===== src/rtl/fixed_activation_pkg.sv =====
// Shared types, constants and the requantise/saturate helper for the
// fixed-point hard activation pipeline.
package fixed_activation_pkg;

    typedef enum logic {
        ACT_HARDSIGMOID = 1'b0,
        ACT_HARDSWISH   = 1'b1
    } act_mode_e;

    localparam int DEFAULT_MUL_NUM   = 43;
    localparam int DEFAULT_MUL_SHIFT = 8;

    typedef struct packed {
        logic signed [63:0] value;
        logic               sat;
    } rs_result_t;

    // Positive shift rounds half-up while dropping fraction bits; negative shift
    // adds fraction bits exactly. Result is clamped to a signed out_w range.
    function automatic rs_result_t round_sat(input logic signed [63:0] din,
                                             input int shift,
                                             input int out_w);
        logic signed [63:0] q;
        logic signed [63:0] hi;
        logic signed [63:0] lo;
        rs_result_t res;
        if (shift > 0)
            q = (din + (64'sd1 <<< (shift - 1))) >>> shift;
        else if (shift == 0)
            q = din;
        else
            q = din <<< (-shift);
        hi = (64'sd1 <<< (out_w - 1)) - 64'sd1;
        lo = -hi - 64'sd1;
        res.sat   = (q > hi) || (q < lo);
        res.value = (q > hi) ? hi : ((q < lo) ? lo : q);
        return res;
    endfunction

endpackage


===== src/rtl/fixed_hard_activation_pipe_if.sv =====
// Stream interface of the activation pipe: producer side (data_in_0 + mode)
// and consumer side (data_out_0), each with valid/ready.
interface fixed_hard_activation_pipe_if #(
    parameter int P     = 1,
    parameter int IN_W  = 8,
    parameter int OUT_W = 8
);
    logic                 mode;
    logic [P*IN_W-1:0]    data_in_0;
    logic                 data_in_0_valid;
    logic                 data_in_0_ready;
    logic [P*OUT_W-1:0]   data_out_0;
    logic                 data_out_0_valid;
    logic                 data_out_0_ready;

    modport master (
        output mode, data_in_0, data_in_0_valid, data_out_0_ready,
        input  data_in_0_ready, data_out_0, data_out_0_valid
    );

    modport slave (
        input  mode, data_in_0, data_in_0_valid, data_out_0_ready,
        output data_in_0_ready, data_out_0, data_out_0_valid
    );
endinterface


===== src/rtl/fixed_round_sat.sv =====
// Per-lane requantise (round half-up or exact left shift) and saturate,
// flagging lanes that hit the output range limits.
module fixed_round_sat
    import fixed_activation_pkg::*;
#(
    parameter int IN_W  = 16,
    parameter int OUT_W = 8,
    parameter int SHIFT = 4
) (
    input  logic signed [IN_W-1:0]  din,
    output logic signed [OUT_W-1:0] dout,
    output logic                    sat
);
    rs_result_t res;

    always_comb begin
        res  = round_sat(64'(din), SHIFT, OUT_W);
        dout = res.value[OUT_W-1:0];
        sat  = res.sat;
    end

    wire unused_hi = &{1'b0, res.value[63:OUT_W]};
endmodule


===== src/rtl/fixed_hard_activation_pipe.sv =====
// Two-stage pipelined hardsigmoid/hardswish unit with independent in/out
// fixed-point formats, valid/ready back-pressure and a saturation counter.
module fixed_hard_activation_pipe
    import fixed_activation_pkg::*;
#(
    parameter int DATA_IN_0_PRECISION_0       = 8,
    parameter int DATA_IN_0_PRECISION_1       = 4,
    parameter int DATA_IN_0_PARALLELISM_DIM_0 = 1,
    parameter int DATA_IN_0_PARALLELISM_DIM_1 = 1,
    parameter int DATA_OUT_0_PRECISION_0      = 8,
    parameter int DATA_OUT_0_PRECISION_1      = 4,
    parameter int MUL_NUM                     = DEFAULT_MUL_NUM,
    parameter int MUL_SHIFT                   = DEFAULT_MUL_SHIFT,
    parameter int SAT_CNT_WIDTH               = 16
) (
    input  logic                          clk,
    input  logic                          rst,
    fixed_hard_activation_pipe_if.slave   bus,
    output logic [SAT_CNT_WIDTH-1:0]      sat_count
);
    localparam int P   = DATA_IN_0_PARALLELISM_DIM_0 * DATA_IN_0_PARALLELISM_DIM_1;
    localparam int WI  = DATA_IN_0_PRECISION_0;
    localparam int FI  = DATA_IN_0_PRECISION_1;
    localparam int WO  = DATA_OUT_0_PRECISION_0;
    localparam int FO  = DATA_OUT_0_PRECISION_1;
    localparam int HW  = WI + 2;
    localparam int PRW = WI + 34;
    localparam int RW  = WI + HW;
    localparam int CW  = $clog2(P + 1);
    localparam int SW  = SAT_CNT_WIDTH + CW + 1;

    localparam logic signed [PRW-1:0] MUL_C   = PRW'(MUL_NUM);
    localparam logic signed [PRW-1:0] HALF_M  = PRW'(2 ** (MUL_SHIFT - 1));
    localparam logic signed [PRW-1:0] HALF_FI = PRW'(2 ** (FI - 1));
    localparam logic signed [PRW-1:0] TH      = PRW'(3 * (2 ** FI));
    localparam logic signed [HW-1:0]  H_ONE   = HW'(2 ** FI);

    logic en1, en2;
    logic vld_p1, vld_p2;

    logic signed [WI-1:0]  x_p0    [P];
    logic signed [PRW-1:0] prod_p0 [P];
    logic signed [HW-1:0]  h_p0    [P];

    logic signed [WI-1:0]  x_p1    [P];
    logic signed [HW-1:0]  h_p1    [P];
    act_mode_e             mode_p1;
    logic signed [RW-1:0]  r_p1    [P];
    logic signed [WO-1:0]  q_p1    [P];
    logic [P-1:0]          sat_p1;
    logic [P*WO-1:0]       q_flat_p1;
    logic [CW-1:0]         n_sat_p1;
    logic [SW-1:0]         cnt_sum_p1;
    logic [SAT_CNT_WIDTH-1:0] cnt_next_p1;

    logic [P*WO-1:0]       out_p2;

    assign en2                 = !vld_p2 || bus.data_out_0_ready;
    assign en1                 = !vld_p1 || en2;
    assign bus.data_in_0_ready = en1;

    // ---- stage 0 -> 1: hardsigmoid in input format ----
    always_comb begin
        for (int i = 0; i < P; i++) begin
            x_p0[i]    = $signed(bus.data_in_0[i*WI +: WI]);
            prod_p0[i] = PRW'(x_p0[i]) * MUL_C;
            if (PRW'(x_p0[i]) <= -TH)
                h_p0[i] = '0;
            else if (PRW'(x_p0[i]) >= TH)
                h_p0[i] = H_ONE;
            else
                h_p0[i] = HW'(((prod_p0[i] + HALF_M) >>> MUL_SHIFT) + HALF_FI);
        end
    end

    always_ff @(posedge clk) begin
        if (!rst)
            vld_p1 <= 1'b0;
        else if (en1)
            vld_p1 <= bus.data_in_0_valid;
    end

    always_ff @(posedge clk) begin
        if (en1) begin
            x_p1    <= x_p0;
            h_p1    <= h_p0;
            mode_p1 <= act_mode_e'(bus.mode);
        end
    end

    // ---- stage 1 -> 2: select, requantise, saturate ----
    // h is pre-scaled to 2*FI fraction bits so both modes share one requantiser.
    always_comb begin
        for (int i = 0; i < P; i++) begin
            if (mode_p1 == ACT_HARDSWISH)
                r_p1[i] = RW'(x_p1[i]) * RW'(h_p1[i]);
            else
                r_p1[i] = RW'(h_p1[i]) <<< FI;
        end
    end

    for (genvar g = 0; g < P; g++) begin : g_lane
        fixed_round_sat #(
            .IN_W (RW),
            .OUT_W(WO),
            .SHIFT(2 * FI - FO)
        ) u_round_sat (
            .din (r_p1[g]),
            .dout(q_p1[g]),
            .sat (sat_p1[g])
        );
    end

    always_comb begin
        q_flat_p1 = '0;
        n_sat_p1  = '0;
        for (int i = 0; i < P; i++) begin
            q_flat_p1[i*WO +: WO] = q_p1[i];
            n_sat_p1              = n_sat_p1 + CW'(sat_p1[i]);
        end
        cnt_sum_p1  = SW'(sat_count) + SW'(n_sat_p1);
        cnt_next_p1 = (cnt_sum_p1 > SW'({SAT_CNT_WIDTH{1'b1}})) ? '1
                                                                : cnt_sum_p1[SAT_CNT_WIDTH-1:0];
    end

    always_ff @(posedge clk) begin
        if (!rst) begin
            vld_p2    <= 1'b0;
            out_p2    <= '0;
            sat_count <= '0;
        end else if (en2) begin
            vld_p2 <= vld_p1;
            out_p2 <= q_flat_p1;
            if (vld_p1)
                sat_count <= cnt_next_p1;
        end
    end

    assign bus.data_out_0       = out_p2;
    assign bus.data_out_0_valid = vld_p2;
endmodule


===== src/flat_wrapper.sv =====
// flat-port wrapper written by rule: the top's interface ports become plain ports
module fixed_hard_activation_pipe_flat import fixed_activation_pkg::*;
#(
    parameter int DATA_IN_0_PRECISION_0       = 8,
    parameter int DATA_IN_0_PRECISION_1       = 4,
    parameter int DATA_IN_0_PARALLELISM_DIM_0 = 1,
    parameter int DATA_IN_0_PARALLELISM_DIM_1 = 1,
    parameter int DATA_OUT_0_PRECISION_0      = 8,
    parameter int DATA_OUT_0_PRECISION_1      = 4,
    parameter int MUL_NUM                     = DEFAULT_MUL_NUM,
    parameter int MUL_SHIFT                   = DEFAULT_MUL_SHIFT,
    parameter int SAT_CNT_WIDTH               = 16
)
  (clk, rst, sat_count, bus_mode, bus_data_in_0, bus_data_in_0_valid, bus_data_out_0_ready, bus_data_in_0_ready, bus_data_out_0, bus_data_out_0_valid);
  fixed_hard_activation_pipe_if #(.P(1), .IN_W(8), .OUT_W(8)) bus_i ();
  input  logic clk;
  input  logic rst;
  output logic [SAT_CNT_WIDTH-1:0] sat_count;
  input wire logic [$bits(bus_i.mode)-1:0] bus_mode;
  input wire logic [$bits(bus_i.data_in_0)-1:0] bus_data_in_0;
  input wire logic [$bits(bus_i.data_in_0_valid)-1:0] bus_data_in_0_valid;
  input wire logic [$bits(bus_i.data_out_0_ready)-1:0] bus_data_out_0_ready;
  output wire logic [$bits(bus_i.data_in_0_ready)-1:0] bus_data_in_0_ready;
  output wire logic [$bits(bus_i.data_out_0)-1:0] bus_data_out_0;
  output wire logic [$bits(bus_i.data_out_0_valid)-1:0] bus_data_out_0_valid;
  assign bus_i.mode = bus_mode;
  assign bus_i.data_in_0 = bus_data_in_0;
  assign bus_i.data_in_0_valid = bus_data_in_0_valid;
  assign bus_i.data_out_0_ready = bus_data_out_0_ready;
  assign bus_data_in_0_ready = bus_i.data_in_0_ready;
  assign bus_data_out_0 = bus_i.data_out_0;
  assign bus_data_out_0_valid = bus_i.data_out_0_valid;
  fixed_hard_activation_pipe #(.DATA_IN_0_PRECISION_0(DATA_IN_0_PRECISION_0), .DATA_IN_0_PRECISION_1(DATA_IN_0_PRECISION_1), .DATA_IN_0_PARALLELISM_DIM_0(DATA_IN_0_PARALLELISM_DIM_0), .DATA_IN_0_PARALLELISM_DIM_1(DATA_IN_0_PARALLELISM_DIM_1), .DATA_OUT_0_PRECISION_0(DATA_OUT_0_PRECISION_0), .DATA_OUT_0_PRECISION_1(DATA_OUT_0_PRECISION_1), .MUL_NUM(MUL_NUM), .MUL_SHIFT(MUL_SHIFT), .SAT_CNT_WIDTH(SAT_CNT_WIDTH)) u_core (.clk(clk), .rst(rst), .bus(bus_i), .sat_count(sat_count));
endmodule

===== config.mk =====
export PLATFORM = sky130hd
export DESIGN_NAME = fixed_hard_activation_pipe_flat
export DESIGN_NICKNAME = d
export VERILOG_FILES = /design/src/rtl/fixed_activation_pkg.sv /design/src/rtl/fixed_hard_activation_pipe_if.sv /design/src/rtl/fixed_round_sat.sv /design/src/rtl/fixed_hard_activation_pipe.sv /design/src/flat_wrapper.sv
export SDC_FILE = /design/constraint.sdc
export NUM_CORES = 1
export LEC_CHECK = 0
export CELL_PAD_IN_SITES_DETAIL_PLACEMENT = 0
export CELL_PAD_IN_SITES_GLOBAL_PLACEMENT = 2
export CORE_ASPECT_RATIO = 2
export CORE_UTILIZATION = 42
export DETAILED_ROUTE_END_ITERATION = 6
export DONT_BUFFER_PORTS = 1
export GPL_TIMING_DRIVEN = 1
export PLACE_DENSITY_LB_ADDON = 0.15
export SLEW_MARGIN = 20
export SYNTH_ARGS = -nofsm -noshare
export SYNTH_HDL_FRONTEND = slang
export SYNTH_HIERARCHICAL = 1
export SYNTH_SLANG_ARGS = --single-unit

===== constraint.sdc =====
create_clock -name clk -period 8.3 [get_ports clk]
set_input_delay 1.245 -clock clk [delete_from_list [all_inputs] [get_ports clk]]
set_output_delay 1.245 -clock clk [all_outputs]
set_load 0.005 [all_outputs]

After elaboration in Yosys (flattened, before gate mapping). Cells that the tools add are included.

Register bits after elaboration: 45. Input bits: 13. Output and inout port bits: 26. Logic and storage cells: 31.

$add $sub $neg: 4. Multiply operators: 2. $lt $le $gt $ge: 5. Mux-type cells: 5. Reductions and logical operators: 7.

Operators by type and width (count): 18-bit by 5-bit adder with 19-bit output, second input constant (1); 18-bit by 9-bit adder with 18-bit output, second input constant (1); 18-bit by 16-bit greater-than comparator with 1-bit output, second input constant (1); 8-bit by 10-bit multiplier with 18-bit output (1); 18-bit 2-to-1 mux (1); 16-bit by 1-bit adder with 17-bit output (1); 16-bit 2-to-1 mux (1); 8-bit 2-to-1 mux (2); 15-bit by 8-bit greater-than comparator with 1-bit output, second input constant (1); 15-bit by 8-bit less-than comparator with 1-bit output, second input constant (1); 8-bit by 7-bit multiplier with 15-bit output, second input constant (1); 10-bit by 5-bit adder with 10-bit output, second input constant (1); 8-bit by 7-bit greater-or-equal comparator with 1-bit output, second input constant (1); 8-bit by 7-bit less-or-equal comparator with 1-bit output, second input constant (1); 5-bit 2-to-1 mux (1); 1-bit logical OR (3); 1-bit zero test (2); 2-bit AND reduction (1); 2-bit OR reduction (1).

Longest topological paths before layout. Gate-level depths: netlist of the first run.

Word-level depth: 8. Depth in mapped cells: 32. Mapped depth without buffers: 30.

Modules after synthesis. The synthesis of the first run kept the hierarchy.

By module, submodules not included: fixed_hard_activation_pipe (times used 1, cells an instance 622, area each 5698.0 um^2); fixed_round_sat (times used 1, cells an instance 88, area each 613.1 um^2).

Least setup slack after synthesis of the first run. OpenSTA, ideal clock, no wires.

Kind: reg-to-reg. Start: register u_core/x_p1[3] (netlist name). End: register u_core.sat_count[11]. Setup time: 0.119 ns. Arrival time: 6.597 ns. Required time: 8.181 ns. Path slack: 1.584 ns. Stages on the path, launching flop included: 30. Path buffers: 1. Clock period less this slack: 6.716 ns. Cells stage by stage: edfxtp_1 -> clkbuf_1 -> and2_1 -> fa_1 -> inv_1 -> fa_1 -> inv_1 -> fa_1 -> inv_1 -> fa_1 -> inv_1 -> ha_1 -> a211o_1 -> a41o_1 -> o21ai_0 -> xor2_1 -> a21oi_1 -> nand2_1 -> nor4_4 -> nand4_1 -> a211oi_4 -> a21boi_1 -> ha_1 -> ha_1 -> nand4_1 -> nor2_2 -> and3_1 -> a31oi_1 -> nor2_1 -> o221a_2.

RTL lines: start: declaration (line fixed_hard_activation_pipe.sv:45) `logic signed [WI-1:0] x_p1 [P];`; start signal: assignment (line fixed_hard_activation_pipe.sv:85) `x_p1 <= x_p0;`; end signal: assignment (line fixed_hard_activation_pipe.sv:135) `sat_count <= cnt_next_p1;`; end: declaration (line fixed_hard_activation_pipe.sv:19) `output logic [SAT_CNT_WIDTH-1:0] sat_count`.

==> impl_metrics.json, run 1 <==
{
  "place_hpwl_um": 12790,
  "cts_tree": "done",
  "path_max_fanout": 12,
  "min_path_type": "reg2reg",
  "netlist_area_um2": 6292,
  "startpoint": "u_core/h_p1[8]",
  "hold_end": "u_core/bus.data_out_0[1]",
  "cts_root_buffer": "clkbuf_16",
  "syn_area_per_cell_um2": 8.900,
  "fmax_mhz": 133.0,
  "r2r_start": "u_core/h_p1[8]",
  "track_usage_pct": 21.34,
  "tightest_slew_ns": 0.7147,
  "criticalPathCategory": "reg2reg",
  "rr_endpoint": "u_core/sat_count[13]",
  "hold_viol_final": 0,
  "die_area_um2": 15510,
  "holdPathStages": 2,
  "fillers": 1480,
  "wl_per_cell_um": 16.95,
  "cts_max_path_buffers": 2,
  "h-tree-depth": 2,
  "clock-sinks": 44,
  "yosysWarnings": 6,
  "drc": 0,
  "netlist_instances": 707,
  "peakVddDrop_uv": 109.2,
  "cts-buffers-inserted": 5,
  "vias_per_cell": 5.300,
  "die_height_um": 175.1,
  "postCtsHoldBufs": 0,
  "p_leak_uw": 0.003001,
  "rsz0062_at_grt": "false",
  "clkTransAtPathRegs_ns": 0.06,
  "cap_violations": 0,
  "syn-num-nets": 861,
  "finalSetupViolCount": 0,
  "cp.buffers_inverters": 4,
  "drt_iter0_drc": 131,
  "status": "finished clean",
  "critPathArrivalTime_ns": 7.73,
  "ff2ff_setup_slack_ns": 0.78,
  "core-area_um2": 14740,
  "finalWirelength_um": 15210,
  "worstSkewPairLatency_ns": 0.29,
  "fin_setup_tns_ns": 0,
  "drive_above_1_share_pct": 5.271,
  "rows": 63,
  "postCtsResizedCells": 0,
  "startpoint_type": "register",
  "post_cts_buffers": 0,
  "total_power_uw": 1604,
  "ant_nets": 0,
  "critPathMaxStageDelay_ns": 0.60,
  "grt_max_degree": 20,
  "antenna_found_initial": 0,
  "port-buffer-count": 0,
  "diodes": 0,
  "overflow": 0,
  "final-seq-area_um2": 1061,
  "min_period_ns": 7.518,
  "gp_congestion": 0.8423,
  "path_delay_family": "adder cells",
  "fin_crit_sh_pct": 90.57,
  "min_from": "u_core/bus.data_out_0[1]",
  "firstDrtPassIters": 4,
  "io_pins": 39,
  "dp_cells": 889,
  "vias": 4754,
  "grt_pass1_wl_um": 24970,
  "die_w_um": 88.55,
  "max_slew_margin_pct": 52.25,
  "fin_nets": 855,
  "endpoint_kind": "register",
  "fin_util_pct": 44.95,
  "cpMaxStageDelayCell": "fa_1",
  "grt_pass1_vias": 4984,
  "required_ns": 8.51,
  "instances_no_fill": 897,
  "multi_input_area_um2": 4697,
  "cellPowerDensity_nw_per_um2": 242.1,
  "drv_slew": 0,
  "rr_worst_depth": 28,
  "clock_skew_ns": 0.006790,
  "syn_to_final_growth_pct": 5.309,
  "post_dp_cell_area_um2": 6486,
  "final_area_um2": 6626,
  "start_util_pct": 42.69
}
==> report_power, final <==
group          internal [uW]  leakage [uW]  switching (uW)
combinational            452       0.00251             659
clock                    111     0.0000712            84.4
sequential               253      0.000415            43.3
==> metal layers <==
metal | part of all wire [%] | global-route usage (%) | up-vias | wire, um
met5 | 0 | 0 | - | 0
met4 | 5.0 | 11.29 | 0 | 762
met3 | 1.8 | 1.984 | 30 | 276
met2 | 58 | 41.22 | 63 | 8756
met1 | 36 | 21.33 | 2339 | 5411
li1 | - | - | 2322 | -
==> state kept, by name, indices dropped and copies added, names as in the netlist <==
signal	count
u_core/bus.data_out_0_valid	1
u_core/vld_p1	1
u_core/sat_count	16
u_core/x_p1	8
u_core/mode_p1	1
u_core/bus.data_out_0	8
u_core/h_p1	9
==> worst register-to-register path: cells and delay by family, from the launching register on <==
kind / cells / cell delay (ns)
xor gates and xnor gates: 1 / 0.09
adders and majority gates: 7 / 2.80
buffers and inverters: 4 / 0.30
muxes: 1 / 0.35
and+or+nand+nor: 7 / 1.76
AOI/OAI and AO/OA: 8 / 1.61
DFF: 1 / 0.52
==> worst max-delay path by stage <==
stage	end	slack [ns]	cells after the start
2_1_floorplan	u_core/sat_count[11]	1.58	29
3_3_place_gp	u_core/sat_count[3]	0.96	28
3_5_place_dp	u_core/sat_count[13]	0.79	28
4_1_cts	u_core/sat_count[13]	0.75	28
5_1_grt	u_core/sat_count[13]	0.28	28
6_report	u_core/sat_count[13]	0.78	28
==> placed cells by master (no fill, tap or decap), types with 14 or more instances in the layout <==
cell	n
dfxtp_1	26
ha_1	68
inv_1	121
nand2_1	58
xnor2_1	22
nor2_1	46
a21oi_1	38
o21ai_0	26
fa_1	73
and2_1	46
nand3_1	14
edfxtp_1	18
==> final cells by class <==
class	instances	share of cell area (%)
clock buffer	6	1.945
clock inverter	2	0.1699
multi-input combinational	524	70.88
sequential	44	16.01
tap	195	3.682
timing repair buffer	3	0.3399
inverter	123	6.968
==> through the flow <==
step           worst slack (ns)  hold slack [ns]
2_1_floorplan             1.584           0.4482
3_3_place_gp             0.9566           0.4662
3_5_place_dp             0.7926           0.4679
4_1_cts                  0.7464           0.4773
5_1_grt                  0.2815           0.5046
6_report                 0.7825           0.4801
Power figures use the tool's default switching activity.
==> run 2: changes to the inputs <==
--- a/config.mk
+++ b/config.mk
@@ -5,13 +5,14 @@
 export SDC_FILE = /design/constraint.sdc
 export NUM_CORES = 1
 export LEC_CHECK = 0
+export ABC_AREA = 1
 export CELL_PAD_IN_SITES_DETAIL_PLACEMENT = 0
 export CELL_PAD_IN_SITES_GLOBAL_PLACEMENT = 2
 export CORE_ASPECT_RATIO = 2
-export CORE_UTILIZATION = 42
+export CORE_UTILIZATION = 39
 export DETAILED_ROUTE_END_ITERATION = 6
 export DONT_BUFFER_PORTS = 1
-export GPL_TIMING_DRIVEN = 1
+export GPL_TIMING_DRIVEN = 0
 export PLACE_DENSITY_LB_ADDON = 0.15
 export SLEW_MARGIN = 20
 export SYNTH_ARGS = -nofsm -noshare
==> run 2 against run 1 <==
Effect of this change:
- clock power rose by 19%
- critical endpoint is now u_core/sat_count[4]
- non-clock buffer count is 20 higher
- hold slack worse by 0.011 ns
- critical path type unchanged
- routed wire length rose by 11%
- first-iteration DRC count decreased by 4.6%
- combinational power grew 28%
- clock skew increased by 0.0021 ns
- setup slack improved by 0.0071 ns
==> impl_metrics.json, run 2 <==
{
  "netlist_instances": 900,
  "postCtsResizedCells": 0,
  "fin_nets": 1061,
  "clkTransAtPathRegs_ns": 0.07,
  "cellPowerDensity_nw_per_um2": 273.7,
  "yosysWarnings": 6,
  "required_ns": 8.49,
  "grt_max_degree": 21,
  "peakVddDrop_uv": 111.2,
  "fillers": 1784,
  "rr_endpoint": "u_core/sat_count[4]",
  "met2_length_um": 10100,
  "r2r_start": "u_core/h_p1[1]",
  "criticalPathCategory": "reg2reg",
  "largest_reg_flops": 16,
  "vias_per_cell": 4.913,
  "ff2ff_setup_slack_ns": 0.79,
  "die_w_um": 94.51,
  "largest_register": "u_core/sat_count",
  "rr_worst_depth": 30,
  "cts-buffers-inserted": 5,
  "holdPathStages": 2,
  "drive_above_1_share_pct": 6.828,
  "endpoint_kind": "register",
  "topRoutingLayerUsed": "met4",
  "drc": 0,
  "syn_to_final_growth_pct": 6.429,
  "grt_pass1_wl_um": 28270,
  "syn_area_per_cell_um2": 7.417,
  "track_usage_pct": 20.72,
  "p_leak_uw": 0.003720,
  "status": "finished clean",
  "finalWirelength_um": 16820,
  "met1_length_um": 5724,
  "postCtsHoldBufs": 0,
  "min_from": "u_core/vld_p1",
  "final_cell_mix": "nand2_1 (201), inv_1 (199), nor2_1 (73), fa_1 (73), ha_1 (68)",
  "wl_per_cell_um": 15.08,
  "startpoint_type": "register",
  "place_hpwl_um": 14550,
  "overflow": 0,
  "drv_slew": 0,
  "die_area_um2": 17670,
  "vias": 5478,
  "path_max_fanout": 10,
  "clock-sinks": 44,
  "cts_root_buffer": "clkbuf_16",
  "antenna_found_initial": 0,
  "cts_max_path_buffers": 2,
  "gp_congestion": 0.9170,
  "finalSetupViolCount": 0,
  "cts_tree": "done",
  "final_common_cell": "nand2_1",
  "fin_crit_sh_pct": 90.49,
  "critPathArrivalTime_ns": 7.70,
  "total_power_uw": 1944,
  "dr_wl_met3_um": 283,
  "port-buffer-count": 0,
  "post_cts_buffers": 0,
  "clock_skew_ns": 0.008843,
  "ant_nets": 0,
  "syn-num-nets": 1054,
  "fmax_mhz": 133.1,
  "firstDrtPassIters": 4,
  "fin_setup_tns_ns": 0,
  "netlist_area_um2": 6675,
  "drt_iter0_drc": 125,
  "die_height_um": 187.0,
  "rsz0062_at_grt": "false",
  "rows": 67,
  "hold_viol_final": 0,
  "holdWs_ns": 0.4690,
  "grt_pass1_vias": 6088,
  "reg_top3": "u_core/sat_count (16), u_core/h_p1 (9)",
  "max_slew_margin_pct": 41.40,
  "core-area_um2": 16770,
  "cap_violations": 0,
  "h-tree-depth": 2,
  "diodes": 0,
  "min_period_ns": 7.510,
  "cpMaxStageDelayCell": "fa_1",
  "min_path_type": "reg2reg",
  "hold_end": "u_core/bus.data_out_0_valid",
  "io_pins": 39,
  "worstSkewPairLatency_ns": 0.30,
  "critPathMaxStageDelay_ns": 0.54,
  "start_util_pct": 39.81,
  "tightest_slew_ns": 0.8769
}
run 2: final cells by class:
class                           instances  area, um^2  share of cell area [%]
Clock buffer                            5       125.1                   1.761
Multi-Input combinational cell        628        4748                   66.84
Tap cell                              207       259.0                   3.646
Buffer                                 23       96.34                   1.356
Clock inverter                          3       45.04                  0.6340
Inverter                              205       769.5                   10.83
Sequential cell                        44        1061                   14.93
run 2: critical path: cells and delay by family (launching register included):
kind,cells,cell delay (ns)
adder cells (fa/ha/maj),7,2.94
AND/OR/NAND/NOR,13,1.80
AO/OA/AOI/OAI,5,1.39
buffers and inverters,5,0.91
flip-flops,1,0.33
run 2: worst max path at each step:
stage	start	to	slack, ns	cells after the start
5_1_grt	u_core/h_p1[1]	u_core/sat_count[14]	0.14	32
3_5_place_dp	u_core/h_p1[1]	u_core/sat_count[12]	0.76	32
3_3_place_gp	u_core/h_p1[1]	u_core/sat_count[12]	0.74	32
4_1_cts	u_core/h_p1[1]	u_core/sat_count[4]	0.72	32
2_1_floorplan	u_core/x_p1[2]	u_core/sat_count[12]	2.02	33
6_report	u_core/h_p1[1]	u_core/sat_count[4]	0.79	30
run 2: where the power goes:
| part | internal [uW] | leakage (uW) | switching, uW | total [uW] |
|---|---|---|---|---|
| Combinational | 489 | 0.00322 | 932 | 1420 |
| Clock | 143 | 0.0000847 | 90.4 | 234 |
| Sequential | 264 | 0.000417 | 25.5 | 290 |
| Total | 896 | 0.00372 | 1050 | 1940 |
run 2: metrics by stage:
stage	util [%]	std cells	setup WS, ns	area, um^2
floorplan	-	900	2.019	6675
global placement	41.36	1107	0.7376	6934
detailed placement	41.36	1107	0.7570	6934
CTS	42.37	1115	0.7215	7104
global route	42.37	1115	0.1407	7104
finish	42.37	1115	0.7896	7104
run 2: routing by layer:
layer | global-route usage, % | up-vias
met1 | 18.54 | 2608
met3 | 1.707 | 40
li1 | - | 2748
met4 | 10.31 | 0
met2 | 43.00 | 82
met5 | 0 | -
